`src/rtl/dm_arbiter_if.sv`:
```
//------------------------------------------------------------------------------
// dm_arbiter_if
//   Bundle of the CPU/DMA request ports, the shared response bus and the
//   single-port data-memory strobes served by dm_arbiter.
//   Revision: 1.0  initial release
//------------------------------------------------------------------------------
`default_nettype none

interface dm_arbiter_if #(
  parameter int unsigned DMEM_SIZE = 1024
);
  localparam int unsigned ADR_W = $clog2(DMEM_SIZE);

  // CPU port
  logic              c_req;
  logic              c_we;
  logic [31:0]       c_adr;
  logic [31:0]       c_wdata;
  logic              c_gnt;
  logic              c_rvalid;
  logic              c_err;

  // DMA port
  logic              d_req;
  logic              d_we;
  logic [31:0]       d_adr;
  logic [31:0]       d_wdata;
  logic              d_gnt;
  logic              d_rvalid;
  logic              d_err;

  // Shared response data
  logic [31:0]       rdata;

  // Data memory side
  logic              mem_en;
  logic              mem_we;
  logic [ADR_W-1:0]  mem_adr;
  logic [31:0]       mem_wdata;
  logic [31:0]       mem_rdata;

  // Environment side: requesters plus the memory macro
  modport master (
    output c_req, c_we, c_adr, c_wdata,
    input  c_gnt, c_rvalid, c_err,
    output d_req, d_we, d_adr, d_wdata,
    input  d_gnt, d_rvalid, d_err,
    input  rdata,
    input  mem_en, mem_we, mem_adr, mem_wdata,
    output mem_rdata
  );

  // Arbiter side
  modport slave (
    input  c_req, c_we, c_adr, c_wdata,
    output c_gnt, c_rvalid, c_err,
    input  d_req, d_we, d_adr, d_wdata,
    output d_gnt, d_rvalid, d_err,
    output rdata,
    output mem_en, mem_we, mem_adr, mem_wdata,
    input  mem_rdata
  );

endinterface

`default_nettype wire

```
`src/rtl/dm_arbiter.sv`:
```
//------------------------------------------------------------------------------
// dm_arbiter
//   Two-port (CPU, DMA) round-robin arbiter in front of a single-port data
//   memory with one-cycle read latency. Grants are combinational, responses
//   come out of a one-entry register one cycle after the grant.
//   DMEM_SIZE must be a power of two.
//   Revision: 1.0  initial release
//------------------------------------------------------------------------------
`default_nettype none

module dm_arbiter #(
  parameter int unsigned DMEM_SIZE = 1024
) (
  input  logic         clk,
  input  logic         rst_n,
  dm_arbiter_if.slave  bus
);

  localparam int unsigned ADR_W = $clog2(DMEM_SIZE);

  // Misaligned or beyond the end of memory
  function automatic logic adr_err(input logic [31:0] adr);
    return (adr[1:0] != 2'b00) || ((adr >> 2) >= 32'(DMEM_SIZE));
  endfunction

  // Round-robin pointer: 1 = DMA was granted last
  logic        last_dma_q, last_dma_d;
  // Response register {occupied, port, is_read, err}
  logic        rsp_occ_q,  rsp_occ_d;
  logic        rsp_dma_q,  rsp_dma_d;
  logic        rsp_read_q, rsp_read_d;
  logic        rsp_err_q,  rsp_err_d;

  logic        w_c_win;
  logic        w_d_win;
  logic        w_gnt;
  logic        w_sel_we;
  logic [31:0] w_sel_adr;
  logic [31:0] w_sel_wdata;
  logic        w_sel_err;
  logic        w_rsp_act;

  // Grant selection and granted-port mux; grants are forced low in reset
  always_comb begin
    w_c_win     = rst_n & bus.c_req & (~bus.d_req | last_dma_q);
    w_d_win     = rst_n & bus.d_req & (~bus.c_req | ~last_dma_q);
    w_gnt       = w_c_win | w_d_win;
    w_sel_we    = w_d_win ? bus.d_we    : bus.c_we;
    w_sel_adr   = w_d_win ? bus.d_adr   : bus.c_adr;
    w_sel_wdata = w_d_win ? bus.d_wdata : bus.c_wdata;
    w_sel_err   = adr_err(w_sel_adr);
  end

  // Next state: pointer follows the granted port, response slot reloads each cycle
  always_comb begin
    last_dma_d = last_dma_q;
    if (w_gnt) begin
      last_dma_d = w_d_win;
    end
    rsp_occ_d  = w_gnt;
    rsp_dma_d  = w_d_win;
    rsp_read_d = ~w_sel_we;
    rsp_err_d  = w_sel_err;
  end

  // State registers; reset discards any pending response
  always_ff @(posedge clk or negedge rst_n) begin
    if (!rst_n) begin
      last_dma_q <= 1'b1;
      rsp_occ_q  <= 1'b0;
      rsp_dma_q  <= 1'b0;
      rsp_read_q <= 1'b0;
      rsp_err_q  <= 1'b0;
    end else begin
      last_dma_q <= last_dma_d;
      rsp_occ_q  <= rsp_occ_d;
      rsp_dma_q  <= rsp_dma_d;
      rsp_read_q <= rsp_read_d;
      rsp_err_q  <= rsp_err_d;
    end
  end

  // Memory strobes and grant outputs; erroneous requests never touch memory
  always_comb begin
    bus.c_gnt     = w_c_win;
    bus.d_gnt     = w_d_win;
    bus.mem_en    = w_gnt & ~w_sel_err;
    bus.mem_we    = w_gnt & ~w_sel_err & w_sel_we;
    bus.mem_adr   = w_gnt ? w_sel_adr[ADR_W+1:2] : '0;
    bus.mem_wdata = w_gnt ? w_sel_wdata : 32'h0;
  end

  // Response routing: valid writes stay silent, errors return zero data
  always_comb begin
    w_rsp_act    = rsp_occ_q & (rsp_read_q | rsp_err_q);
    bus.c_rvalid = w_rsp_act & ~rsp_dma_q;
    bus.d_rvalid = w_rsp_act &  rsp_dma_q;
    bus.c_err    = w_rsp_act & ~rsp_dma_q & rsp_err_q;
    bus.d_err    = w_rsp_act &  rsp_dma_q & rsp_err_q;
    bus.rdata    = (w_rsp_act & ~rsp_err_q) ? bus.mem_rdata : 32'h0;
  end

endmodule

`default_nettype wire

```
`src/flat_wrapper.sv`:
```
// flat-port wrapper written by rule: the top's interface ports become plain ports
module dm_arbiter_flat 
#(
  parameter int unsigned DMEM_SIZE = 1024
)
  (clk, rst_n, bus_c_req, bus_c_we, bus_c_adr, bus_c_wdata, bus_c_gnt, bus_c_rvalid, bus_c_err, bus_d_req, bus_d_we, bus_d_adr, bus_d_wdata, bus_d_gnt, bus_d_rvalid, bus_d_err, bus_rdata, bus_mem_en, bus_mem_we, bus_mem_adr, bus_mem_wdata, bus_mem_rdata);
  dm_arbiter_if #(.DMEM_SIZE(DMEM_SIZE)) bus_i ();
  input  logic clk;
  input  logic rst_n;
  input wire logic [$bits(bus_i.c_req)-1:0] bus_c_req;
  input wire logic [$bits(bus_i.c_we)-1:0] bus_c_we;
  input wire logic [$bits(bus_i.c_adr)-1:0] bus_c_adr;
  input wire logic [$bits(bus_i.c_wdata)-1:0] bus_c_wdata;
  output wire logic [$bits(bus_i.c_gnt)-1:0] bus_c_gnt;
  output wire logic [$bits(bus_i.c_rvalid)-1:0] bus_c_rvalid;
  output wire logic [$bits(bus_i.c_err)-1:0] bus_c_err;
  input wire logic [$bits(bus_i.d_req)-1:0] bus_d_req;
  input wire logic [$bits(bus_i.d_we)-1:0] bus_d_we;
  input wire logic [$bits(bus_i.d_adr)-1:0] bus_d_adr;
  input wire logic [$bits(bus_i.d_wdata)-1:0] bus_d_wdata;
  output wire logic [$bits(bus_i.d_gnt)-1:0] bus_d_gnt;
  output wire logic [$bits(bus_i.d_rvalid)-1:0] bus_d_rvalid;
  output wire logic [$bits(bus_i.d_err)-1:0] bus_d_err;
  output wire logic [$bits(bus_i.rdata)-1:0] bus_rdata;
  output wire logic [$bits(bus_i.mem_en)-1:0] bus_mem_en;
  output wire logic [$bits(bus_i.mem_we)-1:0] bus_mem_we;
  output wire logic [$bits(bus_i.mem_adr)-1:0] bus_mem_adr;
  output wire logic [$bits(bus_i.mem_wdata)-1:0] bus_mem_wdata;
  input wire logic [$bits(bus_i.mem_rdata)-1:0] bus_mem_rdata;
  assign bus_i.c_req = bus_c_req;
  assign bus_i.c_we = bus_c_we;
  assign bus_i.c_adr = bus_c_adr;
  assign bus_i.c_wdata = bus_c_wdata;
  assign bus_c_gnt = bus_i.c_gnt;
  assign bus_c_rvalid = bus_i.c_rvalid;
  assign bus_c_err = bus_i.c_err;
  assign bus_i.d_req = bus_d_req;
  assign bus_i.d_we = bus_d_we;
  assign bus_i.d_adr = bus_d_adr;
  assign bus_i.d_wdata = bus_d_wdata;
  assign bus_d_gnt = bus_i.d_gnt;
  assign bus_d_rvalid = bus_i.d_rvalid;
  assign bus_d_err = bus_i.d_err;
  assign bus_rdata = bus_i.rdata;
  assign bus_mem_en = bus_i.mem_en;
  assign bus_mem_we = bus_i.mem_we;
  assign bus_mem_adr = bus_i.mem_adr;
  assign bus_mem_wdata = bus_i.mem_wdata;
  assign bus_i.mem_rdata = bus_mem_rdata;
  dm_arbiter #(.DMEM_SIZE(DMEM_SIZE)) u_core (.clk(clk), .rst_n(rst_n), .bus(bus_i));
endmodule
```
`config.mk`:
```
export PLATFORM = sky130hd
export DESIGN_NAME = dm_arbiter_flat
export DESIGN_NICKNAME = d
export VERILOG_FILES = /design/src/rtl/dm_arbiter_if.sv /design/src/rtl/dm_arbiter.sv /design/src/flat_wrapper.sv
export SDC_FILE = /design/constraint.sdc
export NUM_CORES = 1
export LEC_CHECK = 0
export ABC_AREA = 1
export CAP_MARGIN = 40
export CORE_AREA = 2 2 96 98
export DETAILED_ROUTE_END_ITERATION = 8
export DIE_AREA = 0 0 98 100
export PLACE_DENSITY = 0.69
export SLEW_MARGIN = 40
export SYNTH_ARGS = -nofsm -noshare
export SYNTH_HDL_FRONTEND = slang
export SYNTH_SLANG_ARGS = --single-unit
```
`constraint.sdc`:
```
create_clock -name clk -period 2.57 [get_ports clk]
set_input_delay 0.514 -clock clk [delete_from_list [all_inputs] [get_ports clk]]
set_output_delay 0.514 -clock clk [all_outputs]
set_load 0.005 [all_outputs]
```
==> run metrics <==
Rows=35; first-pass GRT wire length=between 10000 and 15000 um; Initial Util=between 10% and 20%; Core ar.=about 9000 um^2; Final #Nets=roughly 720; commonest non-fill, non-tap cell in the layout=clkdlybuf4s50_1; yosys warns=0; Post-Syn Instances=~300; maximum number of pins on one net before global-route repair=36; kind of critical path=in2out; Buffers on Ports=247; final RePlAce weighted congestion=approximately 0.77; routing usage on met1=~16%; First-pass DRT Iterations=6; proportion of layout cells with a drive suffix above 1=under 10%; hpwl dp=between 6000 and 7000 um; Crit. End Element=output port; Setup violations, final=0; I/O Pins=248; WL final=7990 um; Multi-input gate area=between 900 and 1000 um^2; GRT Residual Overflow=0; Critical Path AT=roughly 2 ns; final max-slew violation count=0; slew margin rel.=around four fifths; crit-path max FO=17; wire per inst=approximately 12 um; vias in the first global route=between 2000 and 3000; Area growth, synth to finish=215%; dpl ws=-0.346 ns; clk buf depth=2; gr usage total=between 10 and 15%; Synth Area per Inst=about 4.6 um^2; via count=roughly 2600; worst skew pair latency=0.22 ns; register area=about 130 um^2; chip width=98 um; minimum clock period after layout=around 2.5 ns; CTS tree=built; antenna-violating nets left=0; met3 global-route usage=under 10%; Netlist Area Pre-Place=roughly 1300 um^2; clk_skew=between 0.003 and 0.004 ns; period utilization=98.2%; biggest area consumer among synthesized cells=nor2_1; htree depth=1; pwr/cell area=around 190 nW/um^2; CTS sink cnt=5; max frequency=0.396 GHz; Via-to-Cell Ratio=around 4; DR iter-0 viols=50; worst setup margin=roughly 0.046 ns; busiest grt layer=met2; post-synthesis sequential area ratio=a little under a tenth; Antenna diodes=0; met2 Use GR=27.9%; Startpoint Class=primary input; hold crit path type=in2async; Yosys top cell area share=between 30% and 40%; die area=between 9000 and 10000 um^2; final hold viol count=0; Required @ worst endpoint=just over 2 ns; Max-cap violations=0; CTS root buf=clkbuf_8; most frequent cells in the layout=219 x clkdlybuf4s50_1, 133 x nor2_1, 55 x inv_1; clock-pin transition on the worst setup and hold timing paths=0.04 ns; fillcell total=875; FF+latch count, synth=5; Synth Net Count=roughly 460; Layout Utilization=between 40% and 50%; library cells used by synthesis=22; outcome=completed; DRC violations left=0; Worst VDD drop=around 0.10 mV; largest cells by area after synthesis=nor2_1 39%, inv_1 15%, o21ai_0 14%; Lkg Pwr=2.16 nW; height of the die=100 um; worst-margin pin slew=between 0.2 and 0.3 ns; total CTS buffers=3; initial antenna violation count=0
==> registers in the layout, indices dropped and copies added, names as in the netlist <==
register and cells:
u_core.rsp_read_q 1, u_core.rsp_occ_q 1, u_core.last_dma_q 1, u_core.rsp_err_q 1, u_core.rsp_dma_q 1
==> routing by layer <==
| layer | wire (um) | share of wire (%) | up-vias |
|---|---|---|---|
| met1 | 3090 | 39 | 1120 |
| met3 | 596 | 7.5 | 9 |
| li1 | - | - | 1370 |
| met5 | 0 | 0 | - |
| met4 | 110 | 1.4 | 0 |
| met2 | 4200 | 53 | 123 |
==> critical path, cell delays in order <==
cell	delay, ns
clkdlybuf4s15_1	0.21
nand2_2	0.09
buf_4	0.14
o21ai_4	0.11
clkbuf_16	0.23
o21ai_0	0.08
nor2_1	0.11
clkdlybuf4s50_1	0.51
==> synthesized netlist by cell type (all sizes together) <==
master  number
dfrtp        4
or2          1
mux2i        1
inv         57
nand3        2
a21oi        1
buf         13
dfstp        1
nand2       19
and2         4
clkbuf       3
o21ai       45
nor2       141
a211oi       1
==> final timing paths <==
path / cells past startpoint / end / slack, ns / startpoint
min: 2 / u_core.rsp_dma_q / 0.24 / rst_n
max: 8 / bus_mem_wdata[22] / 0.05 / bus_d_req
min in group clk: 2 / u_core.last_dma_q / 0.56 / u_core.last_dma_q
max in group asynchronous: 2 / u_core.last_dma_q / 2.17 / rst_n
min reg2reg: 2 / u_core.last_dma_q / 0.56 / u_core.last_dma_q
max reg2reg: 7 / u_core.rsp_err_q / 1.29 / u_core.last_dma_q
==> where the power goes <==
group	internal, mW	switching (mW)
sequential	0.0864	0.00365
clock	0.107	0.0407
combinational	0.380	0.180
total	0.573	0.224
==> metrics by stage <==
step / setup TNS [ns] / instance area, um^2 / power, mW / hold WS, ns / instances
2_1_floorplan: 0 / 1330 / 0.223 / 0.218 / 293
3_3_place_gp: -10.23 / 4030 / 0.636 / 0.530 / 651
3_5_place_dp: -11.79 / 4030 / 0.642 / 0.544 / 651
4_1_cts: 0 / 4120 / 0.803 / 0.381 / 657
5_1_grt: -0.00439 / 4200 / 0.856 / 0.249 / 659
6_report: 0 / 4200 / 0.797 / 0.240 / 659
==> area by class of cell <==
cell class / instances / area share, %
Timing Repair Buffer: 267 / 65.0
Sequential cell: 5 / 3.01
Tap cell: 111 / 3.31
Clock buffer: 4 / 1.07
Inverter: 57 / 5.10
Multi-Input combinational cell: 215 / 22.5
==> timing repair <==
item,4_1_cts,5_1_grt
gates cloned,1,2
gates resized for setup,16,31
setup endpoints to repair,45,38
pin swaps,1,2
setup buffers,1,1
hold buffers,0,0
==> cells by family (layout without fill, tap and decap cells) <==
family                 after synthesis  in the layout  share of synthesized area [%]
AND/OR/NAND/NOR                    167            167                           48.7
buffers and inverters               73            328                           22.1
AO/OA/AOI/OAI                       47             47                           18.9
flip-flops                           5              5                           9.48
multiplexers                         1              1                          0.750
Note: power is estimated with default switching activity, not from simulation.
